==> src/rtl/fetch_pkg.sv <==
// Shared definitions for the instruction fetch unit: FSM states and the
// default ROM geometry used by fetch_unit and pc_reg.
package fetch_pkg;

    localparam int DEFAULT_ROM_DEPTH = 7;
    localparam int DEFAULT_ADDR_W    = 3;
    localparam int DEFAULT_DATA_W    = 4;

    typedef enum logic [1:0] {
        IDLE    = 2'd0,
        FETCH   = 2'd1,
        CAPTURE = 2'd2,
        HOLD    = 2'd3
    } fetch_state_t;

endpackage

==> src/rtl/fetch_unit_pc_reg.sv <==
// Program counter for the fetch unit: sequential advance with wrap-around
// at the end of the ROM, and redirect with out-of-range targets clamped to 0.
module pc_reg
    import fetch_pkg::*;
#(
    parameter int ROM_DEPTH = DEFAULT_ROM_DEPTH,
    parameter int ADDR_W    = DEFAULT_ADDR_W
) (
    input  logic              clock,
    input  logic              reset,
    input  logic              advance,
    input  logic              jump,
    input  logic [ADDR_W-1:0] jump_addr,
    output logic [ADDR_W-1:0] pc
);

    // One extra bit so a ROM that fills the whole address space still compares correctly.
    localparam logic [ADDR_W:0]   DEPTH_EXT = (ADDR_W + 1)'(ROM_DEPTH);
    localparam logic [ADDR_W-1:0] LAST_PC   = ADDR_W'(ROM_DEPTH - 1);

    logic [ADDR_W-1:0] next_pc;

    always_comb begin
        next_pc = pc;
        if (advance) begin
            if (jump) begin
                next_pc = ({1'b0, jump_addr} >= DEPTH_EXT) ? '0 : jump_addr;
            end else if (pc == LAST_PC) begin
                next_pc = '0;
            end else begin
                next_pc = pc + ADDR_W'(1);
            end
        end
    end

    always_ff @(posedge clock or posedge reset) begin
        if (reset) begin
            pc <= '0;
        end else begin
            pc <= next_pc;
        end
    end

endmodule

==> src/rtl/fetch_unit.sv <==
// Instruction fetch unit: reads a synchronous ROM at pc, captures the word
// one cycle later, and holds it for decode until the valid/ready handshake.
module fetch_unit
    import fetch_pkg::*;
#(
    parameter int ROM_DEPTH = DEFAULT_ROM_DEPTH,
    parameter int ADDR_W    = DEFAULT_ADDR_W,
    parameter int DATA_W    = DEFAULT_DATA_W
) (
    input  logic              clock,
    input  logic              reset,
    output logic              rom_enable,
    output logic [ADDR_W-1:0] rom_addr,
    input  logic [DATA_W-1:0] rom_data,
    input  logic              halt,
    input  logic              jump,
    input  logic [ADDR_W-1:0] jump_addr,
    output logic [DATA_W-1:0] instr,
    output logic [ADDR_W-1:0] instr_pc,
    output logic              instr_valid,
    input  logic              instr_ready
);

    fetch_state_t      state;
    fetch_state_t      next_state;
    logic              advance;
    logic [ADDR_W-1:0] pc;

    pc_reg #(
        .ROM_DEPTH (ROM_DEPTH),
        .ADDR_W    (ADDR_W)
    ) u_pc_reg (
        .clock     (clock),
        .reset     (reset),
        .advance   (advance),
        .jump      (jump),
        .jump_addr (jump_addr),
        .pc        (pc)
    );

    assign rom_addr = pc;

    always_ff @(posedge clock or posedge reset) begin
        if (reset) begin
            state <= IDLE;
        end else begin
            state <= next_state;
        end
    end

    // jump only reaches pc_reg through advance, so it is ignored outside a HOLD handshake.
    always_comb begin
        next_state = state;
        rom_enable = 1'b0;
        advance    = 1'b0;
        case (state)
            IDLE: begin
                next_state = FETCH;
            end
            FETCH: begin
                if (!halt) begin
                    rom_enable = 1'b1;
                    next_state = CAPTURE;
                end
            end
            CAPTURE: begin
                next_state = HOLD;
            end
            HOLD: begin
                if (instr_ready) begin
                    advance    = 1'b1;
                    next_state = FETCH;
                end
            end
            default: begin
                next_state = IDLE;
            end
        endcase
    end

    // instr and instr_pc keep the last word after a handshake until the next capture.
    always_ff @(posedge clock or posedge reset) begin
        if (reset) begin
            instr       <= '0;
            instr_pc    <= '0;
            instr_valid <= 1'b0;
        end else if (state == CAPTURE) begin
            instr       <= rom_data;
            instr_pc    <= pc;
            instr_valid <= 1'b1;
        end else if (advance) begin
            instr_valid <= 1'b0;
        end
    end

endmodule

==> config.mk <==
export PLATFORM = sky130hd
export DESIGN_NAME = fetch_unit
export DESIGN_NICKNAME = d
export VERILOG_FILES = /design/src/rtl/fetch_pkg.sv /design/src/rtl/fetch_unit_pc_reg.sv /design/src/rtl/fetch_unit.sv
export SDC_FILE = /design/constraint.sdc
export NUM_CORES = 1
export LEC_CHECK = 0
export CAP_MARGIN = 20
export CELL_PAD_IN_SITES_DETAIL_PLACEMENT = 1
export CELL_PAD_IN_SITES_GLOBAL_PLACEMENT = 2
export CORE_MARGIN = 2
export CORE_UTILIZATION = 26
export CTS_BUF_LIST = sky130_fd_sc_hd__clkbuf_2 sky130_fd_sc_hd__clkbuf_4 sky130_fd_sc_hd__clkbuf_8
export CTS_CLUSTER_DIAMETER = 100
export CTS_CLUSTER_SIZE = 30
export DETAILED_ROUTE_END_ITERATION = 6
export PLACE_DENSITY_LB_ADDON = 0.1
export SKIP_LAST_GASP = 1
export SYNTH_ARGS = -nofsm -noshare
export SYNTH_HDL_FRONTEND = slang
export SYNTH_SLANG_ARGS = --single-unit
export TNS_END_PERCENT = 100
==> constraint.sdc <==
create_clock -name clock -period 1.7 [get_ports clock]
set_clock_uncertainty 0.1 [all_clocks]
set_input_delay 0.34 -clock clock [delete_from_list [all_inputs] [get_ports clock]]
set_output_delay 0.34 -clock clock [all_outputs]
set_load 0.05 [all_outputs]
# ---- After elaboration in Yosys (flattened, before gate mapping)
# Index checks and enable logic that the tools add are counted.
dict set report totals {
  ff_bits 13
  input_bits 12
  output_inout_bits 12
  word_cells 28
}
dict set report classes {
  n_addsub 1
  n_lt_le_gt_ge 1
  eq_ne 6
  n_mux 12
  reduce_logical 3
}
# cell n
set ops {}
lappend ops {{$mux 3} 3}
lappend ops {{$pmux 2 s4} 1}
lappend ops {{$mux 1} 6}
lappend ops {{$eq 2x2->1 const B} 2}
lappend ops {{$mux 2} 2}
lappend ops {{$ne 2x2->1 const B} 2}
lappend ops {{$add 3x1->3 const B} 1}
lappend ops {{$eq 3x3->1 const B} 1}
lappend ops {{$ge 3x3->1 const B} 1}
lappend ops {{$eq 2x1->1 const B} 1}
lappend ops {{$logic_not 2->1} 1}
lappend ops {{$reduce_and 2->1} 1}
lappend ops {{$reduce_bool 2->1} 1}

# ---- Longest topological paths before layout
# Gate-level depths: netlist of run 1.
dict set report depth {
  depth_word 4
  depth_mapped 4
  mapped_depth_nobuf 4
}

# ---- By module
# Synthesis of run 1 repeated with hierarchy kept, for this count alone.
dict set report unflattened {
  cells_unflattened 53
  area_unflattened_um2 666.9
}
# mod instances cells_each area_each_um2
set modules_own_cells {}
lappend modules_own_cells {fetch_unit 1 34 491.7}
lappend modules_own_cells {pc_reg 1 19 175.2}

# ---- Least setup slack after synthesis of run 1
# Ideal clock, no wire load.
dict set report synth_timing {
  path_type {reg-to-output}
  start {register state[1]}
  end {output port rom_enable}
  t_arrival_ns 1.323
  slack_ns -0.063
  stages_incl_launch_ff 4
  path_buffers 0
  cell_sequence {dfrtp_1 > inv_1 > ha_1 > nor2b_1}
}
dict set report synth_between {
  elab_chain_len 2
}
# item line_no
set synth_lines {}
lappend synth_lines {{start: declaration} fetch_unit.sv:24} ;# fetch_state_t state;
lappend synth_lines {{start signal: assignment} fetch_unit.sv:47} ;# state <= next_state;
lappend synth_lines {{$eq 2x1->1} fetch_unit.sv:56} ;# case (state)
lappend synth_lines {{$mux 1} fetch_unit.sv:56}
lappend synth_lines {{end: declaration} fetch_unit.sv:12} ;# output logic rom_enable,
# No other way between the ends.

# ---- Final worst setup path of run 1
dict set report layout_timing {
  start {register state[0]}
  end {output port rom_enable}
}
# Same word-level chain as after synthesis.

==> results of run 1 <==
==> layer usage <==
metal  global-route usage  share of wire  up-vias
met5                    0              0        -
met4               0.0556              0        0
met3               0.0314          0.053        0
met2                0.204           0.50       13
met1                0.137           0.44      240
li1                     -              -      237
==> power by group <==
group | switching [mW] | internal [mW]
logic | 0.687 | 0.537
registers | 0.150 | 0.457
clock network | 0.100 | 0.107
total | 0.937 | 1.10
==> critical path, cell delays in order (launching register included) <==
cell and delay (ns):
sky130_fd_sc_hd__dfrtp_1 0.44, sky130_fd_sc_hd__ha_4 0.19, sky130_fd_sc_hd__nor2b_4 0.12, sky130_fd_sc_hd__buf_12 0.14
==> logic make-up after synthesis <==
| group | count (synthesis) |
|---|---|
| fa+ha+maj | 3 |
| flops | 13 |
| compound gates | 13 |
| simple gates | 11 |
| mux | 8 |
| buf+inv | 5 |
==> cell type report <==
type | instances | share of cell area
Tap cell | 28 | 0.0369
Clock buffer | 4 | 0.0316
Timing Repair Buffer | 24 | 0.285
Sequential cell | 13 | 0.343
Multi-Input combinational cell | 35 | 0.292
Inverter | 3 | 0.0119
==> path summary, 6_finish.rpt <==
path | cells past startpoint | end | startpoint
setup / recovery | 3 | rom_enable | state[0]$_DFFE_PP0P_
hold / removal | 2 | instr_valid$_DFFE_PP0P_ | reset
setup reg to reg | 3 | instr[2]$_DFFE_PP0P_ | state[0]$_DFFE_PP0P_
hold reg to reg | 1 | instr_pc[0]$_DFFE_PP0P_ | instr_pc[0]$_DFFE_PP0P_
max in group asynchronous | 2 | u_pc_reg.pc[1]$_DFFE_PP0P_ | reset
min in group clock | 1 | instr_pc[0]$_DFFE_PP0P_ | instr_pc[0]$_DFFE_PP0P_
==> placed cells by master, fill, tap and decap left out <==
cell,Yosys,final
sky130_fd_sc_hd__a211oi_1,1,1
sky130_fd_sc_hd__a21o_1,1,1
sky130_fd_sc_hd__a21oi_1,1,1
sky130_fd_sc_hd__a31oi_1,3,3
sky130_fd_sc_hd__buf_12,0,5
sky130_fd_sc_hd__buf_4,0,8
sky130_fd_sc_hd__clkbuf_4,0,4
sky130_fd_sc_hd__clkdlybuf4s50_1,0,11
sky130_fd_sc_hd__dfrtp_1,13,13
sky130_fd_sc_hd__ha_1,3,2
sky130_fd_sc_hd__ha_4,0,1
sky130_fd_sc_hd__inv_1,3,2
sky130_fd_sc_hd__inv_2,0,1
sky130_fd_sc_hd__mux2_2,7,7
sky130_fd_sc_hd__mux2i_1,1,1
sky130_fd_sc_hd__nand2_1,5,5
sky130_fd_sc_hd__nor2_1,1,1
sky130_fd_sc_hd__nor2b_1,2,1
sky130_fd_sc_hd__nor2b_4,0,1
sky130_fd_sc_hd__nor3_1,1,1
sky130_fd_sc_hd__nor3b_1,1,1
sky130_fd_sc_hd__nor4bb_1,1,1
sky130_fd_sc_hd__o21ai_0,6,6
sky130_fd_sc_hd__o21ai_1,1,1
==> repair_timing <==
item | CTS | global route
setup endpoints to repair | 1 | 1
hold endpoints to repair | 0 | 0
gates resized for setup | 1 | 3
setup buffers | 1 | 0
==> metrics list, run 1 <==
* Area share of fa/ha/maj cells after synthesis: 0.0615
- Maximum number of pins on one net before global-route repair: 14
- Worst EP arrival: 1.17 ns
* Post-Synth XOR/XNOR Area: 0
* Initial DRC count: 4
- Vias after detailed routing: 490
- Excluding fillers, the count of instances in the completed layout stands at 107.
- The average instance in the mapped netlist occupies 11.5 um2.
- Count of antenna diodes in the layout: 0
- Layout-stage area growth over the synthesis result: 55.5%
* Simple-gate share of the synthesized area: 0.0943
- Setup violations remaining at the end of the flow were counted as 0.
- With fillers left out, the area of the finished cells amounts to 950 um2.
* Sequential share of the synthesized area: 0.533
* Status: complete, no violations
* Min-Delay Path Class: input port to async pin
* Fraction of final layout cells sized beyond drive strength 1: 0.342
- The routed design has 1.40 mm of wire.
- In the routed design, unresolved DRC markers number 0.
- Post-synth ARST share: 1.00
* Data required time at the worst endpoint: 1.26 ns
- The design draws 2.04 mW.
- Ranked by total cell area, the synthesized netlist is headed by sky130_fd_sc_hd__dfrtp_1 (53%), sky130_fd_sc_hd__mux2_2 (13%), sky130_fd_sc_hd__ha_1 (6.1%).
- Yosys mapped a number of flops with a built-in enable equal to 0.
* Peak clock frequency supported by timing: 621 MHz
- The tool flagged a number of max-cap violations equal to 0.
- Maximum net fanout on the critical path: 4
- By area, the combinational part of the netlist is dominated by multiplexers.
- Count of yosys warnings during synthesis: 0
* Clock latency reported for the late side of the worst-skew pair: 0.27 ns
- Full die area: 2750 um2
* Setup TNS Final: 0 ns
- Worst hold margin: 0.287 ns
- The worst pin sits at a relative slew slack of 0.662.
- Worst IR drop on VDD: 0.000920 V
* Number of clock sinks: 13
- For this run, the total global-route usage over all layers was measured as 0.119.
* Minimum period implied by the final worst setup slack: 1.61 ns
- At the pin with the least slew margin, the transition time is 0.507 ns.
- The placed instances occupy a cell area of 895 um2.
- After clock tree synthesis, the flow added hold-fix buffers numbering 0.
- The layout has 240 filler cells.
- IO Port Bufs: 23
* Library cell used as clock root buffer: sky130_fd_sc_hd__clkbuf_4
* Synth unique cells: 19
- Remaining global-route overflow: 0
- Prior to clock tree synthesis, the placed netlist has a worst setup slack of 0.120 ns.
- In this run the number of H-tree levels came out at 1.
* Leading cell types by count after synthesis: sky130_fd_sc_hd__dfrtp_1 (13), sky130_fd_sc_hd__mux2_2 (7), sky130_fd_sc_hd__o21ai_0 (6)
- Die width: 52.5 um
- After detailed routing, the average wire length per cell comes to 13.1 um.
- Type of element launching the critical path: flip-flop
- STA classifies the critical path endpoint as an output port.
* Library cell occupying the most area in the post-synthesis netlist: sky130_fd_sc_hd__dfrtp_1
* Starting density of the core: 0.276
- After clock tree synthesis, the clock-pin slew on the worst setup and hold paths is 0.09 ns.
- Flip-flop count of the largest register, all copies and words added: 4
* RSZ-0062 raised after global routing: no
- Layout Utilization: 0.429
- The most common cell in the synthesized netlist is sky130_fd_sc_hd__dfrtp_1.
* Post-synthesis instance area: 611 um2
- After synthesis the netlist holds a flip-flop and latch count of 13.
- Wire length of the first global-routing pass: 2.35 mm
* Total count of hold-check failures in the final report: 0
- Clock tree synthesis inserted a total of 3 buffers.
- The via count of the first global-routing pass came to 529.
* TritonCTS clock tree: done
* Static leakage: 0.426 nW
* Number of nets in the layout: 95
- Post-Syn Nets: 68
- In the finished design, the share of the clock period the worst path needs comes to 0.947.
- Combined area of the multi-input logic cells: 278 um2
- The setup path with the least slack is of type flip-flop to output port.
* Number of cells in the design after placement: 102
* Area taken by flip-flops and latches: 325 um2
* Worst-case setup margin in the final layout: 0.0900 ns
* Final antenna-violating net count: 0
* Number of antenna violations at the first check in global routing: 0
- For this run, the leading register cell type out of synthesis is sky130_fd_sc_hd__dfrtp_1.
- Number of detailed-routing iterations run before antenna repair: 3
* Compound-cell area share of the yosys netlist: 0.121
* Post-Synthesis Cells: 53
- Final weighted congestion of routability-driven global placement: 0.711
* R2r setup slk: 0.20 ns
- The floorplan step defined a core boundary enclosing 2210 um2.
- CTS max path bufs: 2
- The count of pins over their slew limit was 0.
* Area share of the leading cell type in the synthesized netlist: 0.533
- Share of cell area taken by muxes after synthesis: 0.145
* Count of standard-cell rows: 17
- Boundary Pins: 24
- From bottom edge to top edge, the die measures 52.5 um.
* Power Dens Cells: 2150 nW/um2
- In the routed layout, each cell is associated on average with a via count of 4.58.
(Power assumes the default switching activity.)
==> inputs of run 2 (changes only) <==
- PLACE_DENSITY: unset -> 0.79
- PLACE_DENSITY_LB_ADDON: 0.1 -> unset
- SLEW_MARGIN: unset -> 15
==> run 2 against run 1 <==
Effect of this change: sequential share of layout area decreased by 1.0 points; power increased by 4.2%; non-clock buffer count increased by 2; critical path depth increased by 1; first-iteration DRC count decreased by 25%; sequential power about the same; critical endpoint unchanged; largest power group unchanged; highest routed layer is now met4.
==> metrics list, run 2 (synthesis results as in run 1) <==
- By startpoint and endpoint, the worst setup path is classified as flip-flop to output port.
* Internal power summed over all cells: 1.17 mW (+6.5%)
* Maximum number of pins on one net before global-route repair: 14 (unchanged)
* IO Port Bufs: 23 (unchanged)
- STA classifies the critical path startpoint as a flip-flop.
- Minimum period implied by the final worst setup slack: 1.62 ns (+0.0104 ns)
- Commonest non-fill, non-tap cell in the layout: sky130_fd_sc_hd__dfrtp_1
- The global-route wire length before repair is 2.33 mm (-0.90%).
- Routed vias/inst: 4.60 (+0.37%)
- The power dissipated by switching net loads is 0.952 mW (+1.5%).
* CTS max path bufs: 2 (unchanged)
- The count of pins over their slew limit came to 0 (unchanged).
- Peak clock frequency supported by timing: 617 MHz (-0.64%)
- Total count of hold-check failures in the final report: 0 (unchanged)
- Data required time at the worst endpoint: 1.26 ns (about the same)
- Flip-flop count of the largest register, all copies and words added: 4 (unchanged)
- The worst setup slack after layout is 0.0797 ns (-0.0104 ns).
* Detailed Place HPWL: 1.09 mm
- Full die area: 2750 um2 (unchanged)
- Clock latency reported for the late side of the worst-skew pair: 0.27 ns (about the same)
- The largest fanout on the critical path was 2 (-2).
* Worst EP arrival: 1.18 ns (about the same)
* Switch share: 0.448 (-0.0118)
- Final weighted congestion of routability-driven global placement: 0.700 (-1.6%)
- The starting utilization of the core area came to 0.276 (unchanged).
- Number of failing setup endpoints in the final timing report: 0 (unchanged)
- Library cell used as clock root buffer: sky130_fd_sc_hd__clkbuf_4
- The total clock buffers created by CTS came to 3 (unchanged).
- Max-Cap Viols: 0 (unchanged)
- Relative to the synthesized area, the layout overhead comes to 60.5%.
- Logic gate share of total power: 0.617 (+0.016)
* Initial DRC count: 3 (-1)
- R2r startpoint: state[1]$_DFFE_PP0P_
* Crit path capture type: output port
- The transition at the pin with the smallest max-transition slack was 0.478 ns (-0.0291 ns).
- Static leakage: 0.441 nW (+3.6%)
* Core area: 2210 um2 (unchanged)
- Max transition margin: 0.681 (+0.0194)
* Leading cell types in the layout, fill and taps excluded: sky130_fd_sc_hd__dfrtp_1 (13), sky130_fd_sc_hd__clkdlybuf4s50_1 (11), sky130_fd_sc_hd__buf_4 (8)
- Die Y-Extent: 52.5 um (unchanged)
- Design area: 980 um2 (+3.2%)
* Setup TNS Final: 0 ns (unchanged)
- The via count of the first global-routing pass was 520 (-1.7%).
- The run finished with clean final reports.
* Share of power burned in the clock network: 0.096 (-0.006)
* Fraction of power consumed by sequential logic: 0.287 (-0.011)
* Count of antenna diodes in the layout: 0 (unchanged)
* Boundary Pins: 24 (unchanged)
- The number of standard cells in the layout, taps in and fillers out is 109 (+1.9%).
* Count of standard-cell rows: 17 (unchanged)
- The worst hold path belongs to the class input port to async pin.
* Overall Global Routing Usage: 0.120 (+0.00110)
* Die width: 52.5 um (unchanged)
- TritonCTS clock tree: done
- The endpoint identified for the worst register-to-register timing path is instr_pc[1]$_DFFE_PP0P_.
* Final Routed Wirelength: 1.39 mm (-0.79%)
- The share of cells above drive strength 1 came to 0.358 (+0.0163).
- The number of iterations in the first detailed-routing pass is 3 (unchanged).
* R2r setup slk: 0.16 ns (-0.04 ns)
- The minimum setup slack after placement was 0.123 ns (+0.00279 ns).
- The instance count after placement with tap cells included was 102 (unchanged).
- Post-detailed-route wirelength per cell: 12.8 um (-2.6%)
* DRC violations left: 0 (unchanged)
- H-tree depth reported by CTS: 1 (unchanged)
- Number of nets in the layout: 97 (+2.1%)
- The power per unit of standard cell area was 2170 nW/um2 (+1.0%).
- The post-route total power is 2.12 mW (+4.2%).
- Worst IR drop on VDD: 0.00120 V (+30%)
* Number of antenna violations at the first check in global routing: 0 (unchanged)
- The final clock period utilization by the worst path is 0.953 (+0.00610).
* Vias after detailed routing: 501 (+2.2%)
- R2R cell count: 4 (+1)
- The TritonCTS sink count came to 13 (unchanged).
- Instance area after placement: 920 um2 (+2.8%)
- The CTS clock-pin slew for the worst setup and hold paths was 0.08 ns (about the same).
* RSZ-0062 raised after global routing: no
- Hold bufs inserted after CTS: 0 (unchanged)
- The remaining number of nets flagged by the antenna check after routing is 0 (unchanged).
- The overall overflow remaining after global route is 0 (unchanged).
[run 2: power by group through the flow]
stage	Clock, mW	Combinational, mW	Sequential (mW)
floorplan	0	0.331	0.991
global placement	0	1.23	0.614
detailed placement	0	1.25	0.620
CTS	0.217	1.29	0.610
global route	0.233	1.39	0.639
finish	0.204	1.31	0.610
[run 2: worst max path at each step]
stage / startpoint / to / slack (ns)
3_3_place_gp: halt / rom_enable / 0.16
3_5_place_dp: jump / u_pc_reg.pc[0]$_DFFE_PP0P_ / 0.12
4_1_cts: state[1]$_DFFE_PP0P_ / rom_enable / 0.02
6_report: state[1]$_DFFE_PP0P_ / rom_enable / 0.08
5_1_grt: state[0]$_DFFE_PP0P_ / rom_enable / 0.01
2_1_floorplan: state[1]$_DFFE_PP0P_ / rom_enable / 0.19
[run 2: final cells by class]
class | count | area [um2]
Fill cell | 265 | 1230
Sequential cell | 13 | 325
Timing Repair Buffer | 26 | 310
Multi-Input combinational cell | 35 | 268
Tap cell | 28 | 35.0
Clock buffer | 4 | 30.0
Inverter | 3 | 11.3
[run 2: what timing repair did]
item,CTS,global route
setup buffers,1,2
hold endpoints to repair,0,0
resized for setup,1,2
setup endpoints to repair,1,1
[run 2: critical path, cell delays in order, from the launching register on]
cell	delay, ns
sky130_fd_sc_hd__dfrtp_1	0.39
sky130_fd_sc_hd__inv_2	0.06
sky130_fd_sc_hd__ha_2	0.17
sky130_fd_sc_hd__nor2b_4	0.15
sky130_fd_sc_hd__buf_12	0.14
[run 2: routing by layer]
metal | share of wire | vias to the layer above | global-route usage
met1 | 0.41 | 245 | 0.133
met5 | 0 | - | 0
li1 | - | 245 | -
met3 | 0.035 | 2 | 0.0514
met2 | 0.54 | 9 | 0.206
met4 | 0.0065 | 0 | 0.0385
[run 2: through the flow]
stage,util,hold slack [ns]
floorplan,-,0.117
global placement,0.416,0.392
detailed placement,0.416,0.406
CTS,0.435,0.290
global route,0.443,0.296
finish,0.443,0.279
